<file path="config.mk">
export PLATFORM = sky130hd
export DESIGN_NAME = matrix_key_scan
export DESIGN_NICKNAME = d
export VERILOG_FILES = /design/src/rtl/matrix_key_scan.sv
export SDC_FILE = /design/constraint.sdc
export NUM_CORES = 1
export LEC_CHECK = 0
export ABC_AREA = 1
export CAP_MARGIN = 10
export CORE_ASPECT_RATIO = 0.5
export CORE_MARGIN = 2
export CORE_UTILIZATION = 55
export DETAILED_ROUTE_END_ITERATION = 12
export GPL_TIMING_DRIVEN = 0
export PLACE_DENSITY_LB_ADDON = 0.12
export SLEW_MARGIN = 15
export SYNTH_ARGS = -nofsm -noshare
export SYNTH_HDL_FRONTEND = slang
export SYNTH_SLANG_ARGS = --single-unit
</file>
<file path="constraint.sdc">
create_clock -name clk -period 10.2 [get_ports clk]
set_input_delay 3.06 -clock clk [delete_from_list [all_inputs] [get_ports clk]]
set_output_delay 3.06 -clock clk [all_outputs]
set_load 0.02 [all_outputs]
</file>
<file path="src/rtl/matrix_key_scan.sv">
// matrix_key_scan
//   Scans a 4x4 active-low keypad one column at a time, assembles a 16-bit
//   frame map per scan and runs a single-key debounce FSM once per frame.
//   Each accepted press is reported as one key_code plus a one-cycle strobe.
//
// Parameters
//   SCAN_DIV   : clock cycles each column is driven low (>= 4)
//   DEB_FRAMES : identical frames needed to accept a press or release (2..15)
//
// Ports
//   clk       in   system clock
//   reset     in   synchronous active-high reset
//   row[3:0]  in   keypad rows, active-low, asynchronous to clk
//   col[3:0]  out  column drive, one-hot-low
//   key_code  out  code (row*4+col) of the last accepted key
//   key_valid out  one-cycle strobe, key_code valid in the same cycle
//
// Debounce FSM
//   state       | meaning
//   IDLE        | nothing held, waiting for a single-key frame
//   PRESS_DEB   | counting identical single-key frames for cand
//   HELD        | press accepted; ignore everything until all released
//   RELEASE_DEB | counting empty frames before re-arming

module matrix_key_scan #(
    parameter int SCAN_DIV   = 50000,
    parameter int DEB_FRAMES = 5
) (
    input  logic       clk,
    input  logic       reset,
    input  logic [3:0] row,
    output logic [3:0] col,
    output logic [3:0] key_code,
    output logic       key_valid
);

    localparam int              DIV_W    = (SCAN_DIV > 1) ? $clog2(SCAN_DIV) : 1;
    localparam logic [DIV_W-1:0] DIV_LAST = DIV_W'(SCAN_DIV - 1);
    localparam logic [3:0]      DEB_CNT  = 4'(DEB_FRAMES);

    typedef enum logic [1:0] {
        IDLE        = 2'd0,
        PRESS_DEB   = 2'd1,
        HELD        = 2'd2,
        RELEASE_DEB = 2'd3
    } state_t;

    logic [3:0]       row_m;
    logic [3:0]       row_s;
    logic [DIV_W-1:0] div;
    logic [1:0]       col_idx;
    logic [15:0]      frame_map;
    logic [15:0]      frame_cur;
    logic             div_last;
    logic             frame_end;
    logic [4:0]       n_set;
    logic [3:0]       k_idx;
    logic             is_none;
    logic             is_single;

    state_t           state;
    state_t           state_n;
    logic [3:0]       cnt;
    logic [3:0]       cnt_n;
    logic [3:0]       cnt_inc;
    logic [3:0]       cand;
    logic [3:0]       cand_n;
    logic             fire;

    assign div_last  = (div == DIV_LAST);
    assign frame_end = div_last && (col_idx == 2'd3);
    assign cnt_inc   = cnt + 4'd1;

    // Row synchronizer resets to "all released" so no phantom press appears.
    always_ff @(posedge clk) begin
        if (reset) begin
            row_m <= 4'hF;
            row_s <= 4'hF;
        end else begin
            row_m <= row;
            row_s <= row_m;
        end
    end

    always_ff @(posedge clk) begin
        if (reset) begin
            div     <= '0;
            col_idx <= 2'd0;
            col     <= 4'b1110;
        end else if (div_last) begin
            div     <= '0;
            col_idx <= col_idx + 2'd1;
            col     <= {col[2:0], col[3]};
        end else begin
            div <= div + 1'b1;
        end
    end

    // Current column's bits replaced by this cycle's sample, so the frame
    // end sees column 3 without waiting another cycle.
    always_comb begin
        frame_cur = frame_map;
        for (int r = 0; r < 4; r++) begin
            frame_cur[{2'(r), col_idx}] = ~row_s[r];
        end
    end

    always_ff @(posedge clk) begin
        if (reset) begin
            frame_map <= '0;
        end else if (div_last) begin
            frame_map <= frame_cur;
        end
    end

    always_comb begin
        n_set = 5'd0;
        k_idx = 4'd0;
        for (int i = 0; i < 16; i++) begin
            if (frame_cur[i]) begin
                n_set = n_set + 5'd1;
                k_idx = 4'(i);
            end
        end
    end

    assign is_none   = (n_set == 5'd0);
    assign is_single = (n_set == 5'd1);

    always_comb begin
        state_n = state;
        cnt_n   = cnt;
        cand_n  = cand;
        fire    = 1'b0;
        if (frame_end) begin
            case (state)
                IDLE: begin
                    if (is_single) begin
                        cand_n  = k_idx;
                        cnt_n   = 4'd1;
                        state_n = PRESS_DEB;
                    end
                end
                PRESS_DEB: begin
                    if (is_single && (k_idx == cand)) begin
                        cnt_n = cnt_inc;
                        if (cnt_inc == DEB_CNT) begin
                            fire    = 1'b1;
                            state_n = HELD;
                        end
                    end else begin
                        cnt_n   = 4'd0;
                        state_n = IDLE;
                    end
                end
                HELD: begin
                    if (is_none) begin
                        cnt_n   = 4'd1;
                        state_n = RELEASE_DEB;
                    end
                end
                RELEASE_DEB: begin
                    if (is_none) begin
                        if (cnt_inc == DEB_CNT) begin
                            cnt_n   = 4'd0;
                            state_n = IDLE;
                        end else begin
                            cnt_n = cnt_inc;
                        end
                    end else begin
                        state_n = HELD;
                    end
                end
                default: begin
                    cnt_n   = 4'd0;
                    state_n = IDLE;
                end
            endcase
        end
    end

    always_ff @(posedge clk) begin
        if (reset) begin
            state     <= IDLE;
            cnt       <= 4'd0;
            cand      <= 4'd0;
            key_code  <= 4'd0;
            key_valid <= 1'b0;
        end else begin
            state     <= state_n;
            cnt       <= cnt_n;
            cand      <= cand_n;
            key_valid <= fire;
            if (fire) begin
                key_code <= cand;
            end
        end
    end

endmodule
</file>
==> results of run 1 <==
final timing paths:
path / to / slack (ns) / cells after the start
worst max-delay path: cand[0]$_SDFFE_PP0P_ / 0.56 / 66
worst min-delay path: row_s[0]$_SDFF_PP1_ / 0.41 / 1
worst max register to register: cand[0]$_SDFFE_PP0P_ / 0.56 / 66
worst min register to register: row_s[0]$_SDFF_PP1_ / 0.41 / 1
layout make-up:
cell class                      instances  area share
Multi-Input combinational cell        528      0.5370
Sequential cell                        61      0.2215
Inverter                              150      0.1024
Timing Repair Buffer                   29     0.04575
Clock buffer                           11     0.04213
Tap cell                              112     0.02537
Clock inverter                          5     0.01359
Buffer                                 13     0.01223
flip-flops by register name, summed over array words and instances (netlist names):
register / count
row_s: 4
key_valid: 1
cand: 4
col_idx: 2
frame_map: 16
state: 2
key_code: 4
div: 16
cnt: 4
row_m: 4
col: 4
power by group through the flow:
stage          Clock (mW)  Sequential (mW)  Combinational [mW]
2_1_floorplan           0            0.247              0.0299
3_3_place_gp            0            0.247              0.0368
6_report            0.316            0.243              0.0451
4_1_cts             0.322            0.242              0.0422
5_1_grt             0.333            0.243              0.0517
3_5_place_dp            0            0.247              0.0378
worst register-to-register path: cells and delay by family, from the launching register on:
kind / cells / cell delay (ns)
buffers and inverters: 15 / 0.84
AO/OA/AOI/OAI: 4 / 0.50
flip-flops: 1 / 0.35
AND/OR/NAND/NOR: 33 / 4.44
adder cells (fa/ha/maj): 14 / 3.40
stage by stage:
stage	cell area, um2	worst slack [ns]	cells	power (mW)	util
2_1_floorplan	4614	0.2535	752	0.2769	-
3_3_place_gp	4895	-0.2655	878	0.2842	0.6075
3_5_place_dp	4895	-0.4087	878	0.2853	0.6075
4_1_cts	5369	0.01138	900	0.6063	0.6663
5_1_grt	5524	-0.04810	909	0.6272	0.6856
6_report	5524	0.5597	909	0.6034	0.6856
per-layer routing:
metal	vias to the layer above	track usage	part of all wire
met2	40	0.4227	0.47
met3	6	0.05409	0.024
met1	1995	0.2788	0.50
li1	2462	-	-
met4	0	0.05718	0.0047
met5	-	0	0
synth_stat cells (all sizes together):
master | instances | area [um2]
a211oi | 6 | 65.06
a21oi | 43 | 215.2
a31oi | 1 | 6.260
and2 | 1 | 6.260
buf | 6 | 41.28
clkbuf | 7 | 26.28
clkinv | 1 | 3.750
dfxtp | 61 | 1221
ha | 20 | 250.2
inv | 149 | 559.3
nand2 | 202 | 820.8
nand3 | 77 | 455.4
nand3b | 4 | 30.03
nand4 | 7 | 43.79
nor2 | 65 | 276.5
nor3 | 10 | 50.05
nor3b | 3 | 22.52
nor4 | 7 | 43.79
o2111ai | 1 | 8.760
o211ai | 2 | 15.01
o21a | 1 | 7.510
o21ai | 53 | 280.3
o21bai | 1 | 7.510
or2 | 21 | 131.4
xor2 | 3 | 26.28
logic make-up after synthesis:
kind of cell,synth area share
AO/OA/AOI/OAI,0.1312
buffers and inverters,0.1367
AND/OR/NAND/NOR,0.4075
XOR/XNOR,0.005695
flip-flops,0.2646
adder cells (fa/ha/maj),0.05423
repair_timing:
item	4_1_cts	5_1_grt
buffers inserted	6	9
gates resized for setup	38	21
cloned	0	0
pin swaps	13	18
setup endpoints to repair	15	15
==> run metrics, run 1 <==
count of final max-slew check failures 0; relative slew slack 0.5463; cts bufs inserted 9; gate count after technology mapping 752; Die Ht 68.77 um; CP top delay family simple AND/OR/NAND/NOR gates; Crit path buffers/inverters 15; master cell of the clock root buffer sky130_fd_sc_hd__clkbuf_16; Sw Share 0.2200; violation count after the first detailed-route iteration 192; global-route usage over all layers 0.2296; MaxCap Viol Count 0; Most Frequent Cell on Critical Path sky130_fd_sc_hd__nand2_2; most common cell after layout, fill and taps aside sky130_fd_sc_hd__nand2_1; clock period minus final worst setup slack 9.640 ns; global-route wire length before repair 17020 um; maximum number of pins on one net before global-route repair 11; hold violation count in the final report 0; final HPWL from detailed placement 7355 um; startpoint class of the critical path flop; endpoint required time on the critical path 10.41 ns; Avg Inst Size Synth 6.136 um2; area taken by flip-flops and latches 1224 um2; overall overflow remaining after global route 0; fraction of power consumed by the clock network 0.523; register bit total from synthesis 61; status completed; leakage component of the power 2.667 nW; worst setup skew after layout 0.003570 ns; Max rail drop VDD 0.09177 mV; Sum Neg Setup Slack 0 ns; internal portion of total power 470.6 uW; top library cells by usage in the layout, fill and taps aside 161 x sky130_fd_sc_hd__nand2_1, 134 x sky130_fd_sc_hd__inv_1, 59 x sky130_fd_sc_hd__nand3_1, 59 x sky130_fd_sc_hd__dfxtp_1, 53 x sky130_fd_sc_hd__nor2_1; antenna cell count 0; Via-to-Cell Ratio 4.954; number of buffers on the longest clock path 2; number of port buffers 14; num rows 23; vias in the first global route 3993; total number of vias 4503; count of boundary I/O pins 15; post-synthesis net count 778; number of nets in the final layout 818; RePlAce Congestion 0.8435; type of destination of the critical path flop; min-delay src row_m[0]$_SDFF_PP1_; Die Wd 133.5 um; Final ANT Viol Nets 0; Worst Hold Class flop to flop; Final Setup Violations 0; initial antenna violation count 0; r2r startpoint col_idx[0]$_SDFFE_PP0N_; final-layout worst hold slack 0.4069 ns; Synth-to-Final Area Change 19.71%; area used by multi-input combinational logic 2967 um2; sequential group share of total power 0.402; htree depth 3; total standard cell area after synthesis 4614 um2; Routed WL 10090 um; floorplan die area 9183 um2; distinct cell type count of the synthesized netlist 36; CP Max Fanout 10; Skew-Pair Late Insertion Delay 0.33 ns; slowest stage delay, CP 0.35 ns; worst setup path startpoint col_idx[0]$_SDFFE_PP0N_; classification of the worst setup path flop to flop; switching power total 132.7 uW; arrival time reported for the critical path endpoint 9.85 ns; detailed-route wire length per cell 11.09 um; register area share after synthesis 0.2646; number of remaining DRC errors 0; starting utilization of the core area 0.5727; number of clock sinks seen by CTS 61; core outline area 8058 um2; Comb pwr share 0.075; areal power density over the cells 109.2 nW/um2; # hold bufs at CTS 0; cell at the slowest stage of the critical path sky130_fd_sc_hd__dfxtp_2; transition at the pin with the smallest max-transition slack 0.6734 ns; number of filler cells placed in the layout 708; first-pass iteration count of the detailed router 4; fraction of the cycle the final worst path needs 0.9451; clock-pin slew on the worst setup and hold paths 0.05 ns; layout cells sized above 1 0.2020; yosys synthesis warning count 0; top achievable clock speed 0.1037 GHz; CTS tree done
No activity file was read; power rests on OpenSTA's default activity.
==> run 2: changes to the inputs <==
--- a/config.mk
+++ b/config.mk
@@ -13,6 +13,7 @@
 export DETAILED_ROUTE_END_ITERATION = 12
 export GPL_TIMING_DRIVEN = 0
 export PLACE_DENSITY_LB_ADDON = 0.12
+export SKIP_LAST_GASP = 1
 export SLEW_MARGIN = 15
 export SYNTH_ARGS = -nofsm -noshare
 export SYNTH_HDL_FRONTEND = slang
==> results of run 2 <==
Same layout as run 1: the final DEF is identical, and so are final timing and power.
